[src/rtl/proc_io_pkg.sv]
// Shared widths, slot state encoding and packed-lane helper for the processor I/O scheduler.
package proc_io_pkg;

  localparam int unsigned NUIOIN = 4;
  localparam int unsigned NUIOOU = 4;
  localparam int unsigned NBIN   = 19;
  localparam int unsigned NBOUT  = 28;

  typedef enum logic {
    SLOT_EMPTY = 1'b0,
    SLOT_FULL  = 1'b1
  } slot_state_e;

  // Base bit index of lane k in a bus of packed width-bit lanes.
  function automatic int unsigned lane(input int unsigned k, input int unsigned width);
    return k * width;
  endfunction

endpackage

[src/rtl/io_in_slot.sv]
// Single-entry input holding register: full flag, registered ready and sticky underrun.
module io_in_slot
  import proc_io_pkg::*;
#(
  parameter int unsigned W = NBIN
) (
  input  logic         clk,
  input  logic         rst,
  input  logic [W-1:0] src_data,
  input  logic         src_valid,
  output logic         src_ready,
  input  logic         take,
  input  logic         clr_err,
  output logic [W-1:0] data,
  output logic         underrun
);

  slot_state_e state, state_next;
  logic        load_c;
  logic        underrun_set_c;

  always_ff @(posedge clk or posedge rst) begin
    if (rst) state <= SLOT_EMPTY;
    else     state <= state_next;
  end

  // A read of an empty slot flags underrun; a source handshake still loads the sample.
  always_comb begin
    state_next     = state;
    load_c         = 1'b0;
    underrun_set_c = 1'b0;
    case (state)
      SLOT_EMPTY: begin
        if (take) underrun_set_c = 1'b1;
        if (src_valid && src_ready) begin
          load_c     = 1'b1;
          state_next = SLOT_FULL;
        end
      end
      SLOT_FULL: begin
        if (take) state_next = SLOT_EMPTY;
      end
      default: state_next = SLOT_EMPTY;
    endcase
  end

  always_ff @(posedge clk or posedge rst) begin
    if (rst) begin
      data      <= '0;
      src_ready <= 1'b0;
      underrun  <= 1'b0;
    end else begin
      if (load_c) data <= src_data;
      src_ready <= (state_next != SLOT_FULL);
      underrun  <= underrun_set_c | (underrun & ~clr_err);
    end
  end

endmodule

[src/rtl/proc_io_ctrl.sv]
// I/O scheduler between the float processor and streaming sources/sinks, with frame tracking.
module proc_io_ctrl
  import proc_io_pkg::*;
#(
  parameter int unsigned NUIOIN = proc_io_pkg::NUIOIN,
  parameter int unsigned NUIOOU = proc_io_pkg::NUIOOU,
  parameter int unsigned NBIN   = proc_io_pkg::NBIN,
  parameter int unsigned NBOUT  = proc_io_pkg::NBOUT,
  parameter logic [NUIOOU-1:0] OUT_MASK = '1
) (
  input  logic                      clk,
  input  logic                      rst,
  input  logic [NUIOIN*NBIN-1:0]    src_data,
  input  logic [NUIOIN-1:0]         src_valid,
  output logic [NUIOIN-1:0]         src_ready,
  input  logic [NUIOIN-1:0]         req_in,
  output logic [NBIN-1:0]           io_in,
  input  logic [NBOUT-1:0]          io_out,
  input  logic [NUIOOU-1:0]         out_en,
  output logic [NUIOOU*NBOUT-1:0]   snk_data,
  output logic [NUIOOU-1:0]         snk_valid,
  input  logic [NUIOOU-1:0]         snk_ready,
  output logic [NUIOIN-1:0]         underrun,
  output logic [NUIOOU-1:0]         overrun,
  input  logic                      clr_err,
  output logic                      frame
);

  logic [NUIOIN-1:0] req_sel_c;
  logic [NBIN-1:0]   slot_data [NUIOIN];
  logic [NUIOOU-1:0] ovr_evt_c;
  logic [NUIOOU-1:0] written, written_next_c;
  logic              frame_hit_c;

  // Only the lowest-index read strobe is honoured.
  assign req_sel_c = req_in & (~req_in + NUIOIN'(1));

  for (genvar k = 0; k < NUIOIN; k++) begin : g_slot
    io_in_slot #(.W(NBIN)) u_slot (
      .clk       (clk),
      .rst       (rst),
      .src_data  (src_data[lane(k, NBIN) +: NBIN]),
      .src_valid (src_valid[k]),
      .src_ready (src_ready[k]),
      .take      (req_sel_c[k]),
      .clr_err   (clr_err),
      .data      (slot_data[k]),
      .underrun  (underrun[k])
    );
  end

  always_comb begin
    io_in = '0;
    for (int k = 0; k < NUIOIN; k++) begin
      if (req_sel_c[k]) io_in = slot_data[k];
    end
  end

  assign ovr_evt_c      = out_en & snk_valid & ~snk_ready;
  assign written_next_c = written | out_en;
  assign frame_hit_c    = ((written_next_c & OUT_MASK) == OUT_MASK);

  // Output registers: a write always captures; newest data wins over an unread word.
  always_ff @(posedge clk or posedge rst) begin
    if (rst) begin
      snk_data  <= '0;
      snk_valid <= '0;
      overrun   <= '0;
      written   <= '0;
      frame     <= 1'b0;
    end else begin
      for (int k = 0; k < NUIOOU; k++) begin
        if (out_en[k]) begin
          snk_data[lane(k, NBOUT) +: NBOUT] <= io_out;
          snk_valid[k]                      <= 1'b1;
        end else if (snk_ready[k]) begin
          snk_valid[k] <= 1'b0;
        end
      end
      overrun <= ovr_evt_c | (overrun & ~{NUIOOU{clr_err}});
      frame   <= frame_hit_c;
      written <= frame_hit_c ? '0 : written_next_c;
    end
  end

endmodule

[config.mk]
export PLATFORM = sky130hd
export DESIGN_NAME = proc_io_ctrl
export DESIGN_NICKNAME = d
export VERILOG_FILES = /design/src/rtl/proc_io_pkg.sv /design/src/rtl/io_in_slot.sv /design/src/rtl/proc_io_ctrl.sv
export SDC_FILE = /design/constraint.sdc
export NUM_CORES = 1
export LEC_CHECK = 0
export CORE_MARGIN = 5
export CORE_UTILIZATION = 50
export DETAILED_ROUTE_END_ITERATION = 8
export PLACE_DENSITY = 0.86
export SYNTH_ARGS = -nofsm -noshare
export SYNTH_HDL_FRONTEND = slang
export SYNTH_SLANG_ARGS = --single-unit
[constraint.sdc]
create_clock -name clk -period 22.4 [get_ports clk]
set_input_delay 6.72 -clock clk [delete_from_list [all_inputs] [get_ports clk]]
set_output_delay 6.72 -clock clk [all_outputs]
set_load 0.05 [all_outputs]
==> results of run 1 <==
-- synthesized netlist by cell type --
library cell  count
nand3_1           1
a21o_1            4
or3b_1            1
mux2_2          175
nand3b_1          3
clkbuf_1          3
nor4b_4           1
a32o_1            4
o21ai_0           1
a22o_1            1
o21ai_1          19
inv_1             7
dfrtp_1         213
inv_2             1
and2_1            3
buf_4             8
o2bb2ai_1         3
buf_6             2
nor2b_1           1
a221oi_1          9
mux2_1           13
nor4_2            1
buf_2            25
a21boi_0          1
a221oi_2         10
nor2_1           27
nand2b_1          1
or4b_1            1
nand2_1          25
-- cell usage in the layout, fill, tap and decap left out, drive strengths merged, types with 2 or more instances in the layout --
cell type / instances
dfrtp: 213
a21o: 4
inv: 9
and2: 3
o2bb2ai: 3
o21ai: 20
nor2: 27
nand3b: 3
nand2: 25
clkbuf: 31
a32o: 4
bufinv: 2
mux2: 188
clkdlybuf4s50: 270
buf: 6
clkinv: 5
a221oi: 19
-- final timing paths --
check	endpoint	slack, ns
setup / recovery	io_in[0]	5.46
hold / removal	g_slot[2].u_slot.underrun$_DFF_PP0_	0.46
setup reg to reg	g_slot[0].u_slot.data[9]$_DFFE_PP0P_	20.41
hold reg to reg	g_slot[2].u_slot.underrun$_DFF_PP0_	0.46
max in group asynchronous	snk_data[19]$_DFFE_PP0P_	13.96
min in group asynchronous	snk_data[18]$_DFFE_PP0P_	6.80
-- power breakdown --
group | switching (mW) | internal (mW)
clock | 0.146 | 0.219
combinational | 0.247 | 0.187
sequential | 0.0676 | 0.490
total | 0.460 | 0.897
-- registers in the layout, summed over array words and instances, names as in the netlist --
| name | flops |
|---|---|
| frame | 1 |
| snk_data | 112 |
| written | 4 |
| overrun | 4 |
| g_slot.u_slot.state | 4 |
| g_slot.u_slot.src_ready | 4 |
| snk_valid | 4 |
| g_slot.u_slot.underrun | 4 |
| g_slot.u_slot.data | 76 |
-- worst max-delay path, cell delays in order --
cell,delay (ns)
clkdlybuf4s50_1,1.04
nor2b_2,1.17
a221oi_1,0.22
o21ai_1,0.23
clkdlybuf4s50_1,0.83
-- metal layers --
metal / GRT usage (%) / vias to the layer above / wire length, um / share of wire, %
met2: 38.7 / 283 / 11100 / 48
met1: 28.1 / 2898 / 8740 / 38
met4: 6.83 / 0 / 707 / 3.1
met3: 8.73 / 46 / 2420 / 11
li1: - / 2515 / - / -
met5: 0 / - / 0 / 0
-- per-stage QoR --
step                      power, mW  area [um2]  utilization (%)  hold slack [ns]
after floorplan               0.843        8450                -            0.428
after global placement        0.983       11300             67.9            0.442
after detailed placement      0.999       11300             67.9            0.455
after CTS                      1.37       12000             72.3            0.462
after global routing           1.42       12000             72.3            0.501
final                          1.36       12000             72.3            0.462
-- cell families (layout without fill, tap and decap cells) --
group / Yosys count / after routing / share of synthesized area (%)
compound gates: 52 / 52 / 5.23
buf+inv: 46 / 324 / 2.95
flops: 213 / 213 / 63.1
mux: 188 / 188 / 25.1
simple gates: 65 / 65 / 3.66
-- cell type report --
cell class	instances	share of cell area (%)
clock inverter	9	0.866
clock buffer	31	5.22
multi-input combinational	305	23.9
tap	220	2.30
timing repair buffer	276	22.9
sequential	213	44.5
inverter	8	0.313
==> results.toml, run 1 <==
[synthesis]
yosysTopAreaCellShare_pct = 63.1
synth-warning-count = 0
ys_types = 29
syn-cell-area_um2 = 8450
ys_seq_elements = 213
syn-num-nets = 687
synth.largest_area_cell = "dfrtp_1"
seq_area_frac_synth_pct = 63.1
synth_area_leaders = "dfrtp_1 (63%), mux2_2 (23%), a221oi_2 (1.8%)"
synthesis.instances = 564
syn-mean-instance-area_um2 = 15.0

[sta]
drv_slew = 0
finClkSkew_ns = 0.00526
max_slew.worst_pin.slew_ns = 1.23
finalCritPeriodShare_pct = 75.6
fin_setup_tns_ns = 0
slew_headroom_pct = 17.9
hold_viol_final = 0
setup_ws_ns = 5.46
period_needed_ns = 16.94
rsz0062_at_grt = "false"
setup_viol = 0
clock.fmax_mhz = 59.0

[setup_path]
ff2ff_path_depth = 3
cp.arrival_ns = 10.22
worstSetupStartpoint = "req_in[1]"
critical_path_class = "input port to output pin"
start_kind = "input port"
r2r-start = "g_slot[0].u_slot.state$_DFF_PP0_"
cp.required_ns = 15.68
cp_max_fo = 24
endpoint_kind = "output pin"

[global_routing]
grtUsageTotal_pct = 23.1
first_global_vias = 6484
grt_start_max_net_pins = 125
overflow = 0
grt_antenna_before_repair = 0
grt_pass1_wl_mm = 36.4

[cts]
cts_buffers = 23
cts_tree = "built"
postCtsResizedCells = 0
h-tree-depth = 1
holdBufCountCts = 0
root_buffer = "clkbuf_16"
clk_transition_reported_paths_ns = 0.06
clk_latency_ns = 0.49
cts_sinks = 213
cts_setup_buffers = 0
clock_path_buffers = 3

[worst_hold_path]
whs_path_depth = 1
min_path_type = "flip-flop to flip-flop"
hp-start = "g_slot[2].u_slot.state$_DFF_PP0_"

[detailed_routing]
drt-total-wl_mm = 22.9
viasPerCell = 5.41
drt_iter0_drc = 258
wl_per_cell_um = 21.6
vias = 5742
firstDrtPassIters = 4
ant_nets = 0
drc_errors = 0

[job]
maxCapViolCount = 0

[pwr]
leakage_nw = 5.00
powerDensity_nw_per_um2 = 113
ir_drop_v = 0.0000694

[die]
initial_core_util_pct = 50.9
num_rows = 47
die_area_um2 = 19600
core_area_um2 = 16600
die_x_um = 140
die_y_um = 140
ios = 271

[status]
status = "complete, no violations"

[finish]
area_delta_synth_final_pct = 41.9
nFillCells = 1053
stdcell_count = 1062
fin_nets = 950
multi_input_area_um2 = 2870
regArea_um2 = 5330
drive_above_1_share_pct = 27.3
n_antenna_cell = 0

[placed_design]
gp_congestion = 0.932
dp.cells = 1022
dp_hpwl_mm = 16.6
numPortBuffers = 270
place_ws_ns = 5.52
Power figures use the tool's default switching activity.
==> run 2, diff against run 1 <==
--- a/config.mk
+++ b/config.mk
@@ -6,9 +6,9 @@
 export NUM_CORES = 1
 export LEC_CHECK = 0
 export CORE_MARGIN = 5
-export CORE_UTILIZATION = 50
+export CORE_UTILIZATION = 46
 export DETAILED_ROUTE_END_ITERATION = 8
-export PLACE_DENSITY = 0.86
+export PLACE_DENSITY = 0.8
 export SYNTH_ARGS = -nofsm -noshare
 export SYNTH_HDL_FRONTEND = slang
 export SYNTH_SLANG_ARGS = --single-unit
==> constraint.sdc (replaced) <==
create_clock -name clk -period 16.2 [get_ports clk]
set_input_delay 4.86 -clock clk [delete_from_list [all_inputs] [get_ports clk]]
set_output_delay 4.86 -clock clk [all_outputs]
set_load 0.05 [all_outputs]
==> results.toml, run 2 (synthesized netlist as in run 1, its figures left out) <==
[global_routing]
grt_antenna_before_repair = 0
overflow = 0
grtUsageTotal_pct = 21.2
first_global_vias = 6469
grt_pass1_wl_mm = 36.8
grt_start_max_net_pins = 126

[cts]
cts_buffers = 23
cts_tree = "built"
cts_setup_buffers = 0
clock_path_buffers = 3
h-tree-depth = 1
postCtsResizedCells = 0
clk_transition_reported_paths_ns = 0.06
clk_latency_ns = 0.49
cts_sinks = 213
root_buffer = "clkbuf_16"
holdBufCountCts = 0

[pwr]
p_clk_share_pct = 28.0
leakage_nw = 5.03
power.share.switching_pct = 33.4
ir_drop_v = 0.000124
p_comb_share_pct = 31.6
internal-power_mw = 1.27
power_switching_uw = 637
power.sequential.fraction_pct = 40.5
powerDensity_nw_per_um2 = 158

[finish]
top_register = "snk_data"
drive_above_1_share_pct = 27.8
n_antenna_cell = 0
fin_nets = 950
nFillCells = 1258
multi_input_area_um2 = 2870
largest_reg_flops = 112
mostFrequentLayoutCells = "clkdlybuf4s50_1 (270), dfrtp_1 (213), mux2_2 (175)"
largestRegisters = "snk_data: 112 flops, g_slot.u_slot.data: 76 flops"
regArea_um2 = 5330
final_common_cell = "clkdlybuf4s50_1"
area_delta_synth_final_pct = 42.8

[detailed_routing]
vias = 5741
drt-total-wl_mm = 22.7
drc_errors = 0
ant_nets = 0
wl_per_cell_um = 21.1
drt_iter0_drc = 199
viasPerCell = 5.36
firstDrtPassIters = 4

[sta]
rsz0062_at_grt = "false"
setup_viol = 0
fin_setup_tns_ns = 0
fin_hold_ws_ns = 0.470
hold_viol_final = 0
max_slew.worst_pin.slew_ns = 1.19
finClkSkew_ns = 0.0144
period_needed_ns = 13.15
finalCritPeriodShare_pct = 81.2
clock.fmax_mhz = 76.1
slew_headroom_pct = 20.1
drv_slew = 0

[setup_path]
reg2reg_slack_ns = 14.21
worst-path-buf-inv = 2
cp_top_family = "buffers and inverters"
critical_path_class = "input port to output pin"
cpPeakStageDelay_ns = 1.11
critical_path.most_common_cell = "clkdlybuf4s50_1"
crit_path_cell_trace = "clkdlybuf4s50_1 -> nor2b_2 -> a221oi_1 -> o21ai_1 -> clkdlybuf4s50_1"
critical_path.slowest_cell = "nor2b_2"
cp.required_ns = 11.34
cp_max_fo = 24
start_kind = "input port"
cp.arrival_ns = 8.29
endpoint_kind = "output pin"

[placed_design]
numPortBuffers = 270
dp_hpwl_mm = 16.2
gp_congestion = 0.966

[die]
initial_core_util_pct = 46.9
die_area_um2 = 21200
die_y_um = 146
ios = 271
die_x_um = 146
num_rows = 49
core_area_um2 = 18000

[job]
maxCapViolCount = 0

[worst_hold_path]
min_path_type = "flip-flop to flip-flop"

[status]
status = "complete, no violations"
[run 2: cell types whose count changed in the layout (fill, tap and decap cells not counted)]
cell,previous run,this run
inv_8,2,1
clkbuf_8,2,6
bufinv_16,2,3
clkbuf_1,6,3
[run 2: area by class of cell]
class / count / share of cell area (%)
clock buffer: 32 / 5.55
sequential: 213 / 44.2
clock inverter: 9 / 1.02
timing repair buffer: 276 / 22.8
inverter: 8 / 0.311
multi-input combinational: 305 / 23.8
tap: 229 / 2.38
[run 2: path summary, 6_finish.rpt]
check / from / to / cells past startpoint
setup / recovery: req_in[1] / io_in[2] / 5
hold / removal: g_slot[2].u_slot.state$_DFF_PP0_ / g_slot[2].u_slot.underrun$_DFF_PP0_ / 1
setup reg to reg: g_slot[0].u_slot.state$_DFF_PP0_ / g_slot[0].u_slot.data[3]$_DFFE_PP0P_ / 3
hold reg to reg: g_slot[2].u_slot.state$_DFF_PP0_ / g_slot[2].u_slot.underrun$_DFF_PP0_ / 1
max in group asynchronous: rst / snk_data[86]$_DFFE_PP0P_ / 3
min in group asynchronous: rst / overrun[3]$_DFF_PP0_ / 2
[run 2: worst register-to-register path, cell delays in order, from the launching register on]
cell and delay [ns]:
dfrtp_1 0.38, inv_2 0.07, nand3_1 0.76, mux2_1 0.64
[run 2: routing by layer]
metal,global-route usage (%),share of wire (%)
met4,5.04,2.1
met3,9.75,13
met5,0,0
met2,35.3,48
met1,25.3,37
[run 2: power by group through the flow]
stage                     clock network (mW)  registers, mW  logic [mW]
after floorplan                            0          0.855       0.311
after global placement                     0          0.773       0.588
after detailed placement                   0          0.778       0.604
after CTS                              0.546          0.772       0.608
after global routing                   0.570          0.787       0.638
final                                  0.534          0.773       0.603
[run 2: through the flow]
stage | instances | setup WS [ns] | cell area, um2 | power (mW) | util, %
after CTS | 1072 | 3.10 | 12100 | 1.93 | 66.9
after global routing | 1072 | 2.85 | 12100 | 2.00 | 66.9
after detailed placement | 1031 | 3.12 | 11300 | 1.38 | 62.5
final | 1072 | 3.05 | 12100 | 1.91 | 66.9
after floorplan | 564 | 5.20 | 8450 | 1.17 | -
after global placement | 1031 | 3.31 | 11300 | 1.36 | 62.5
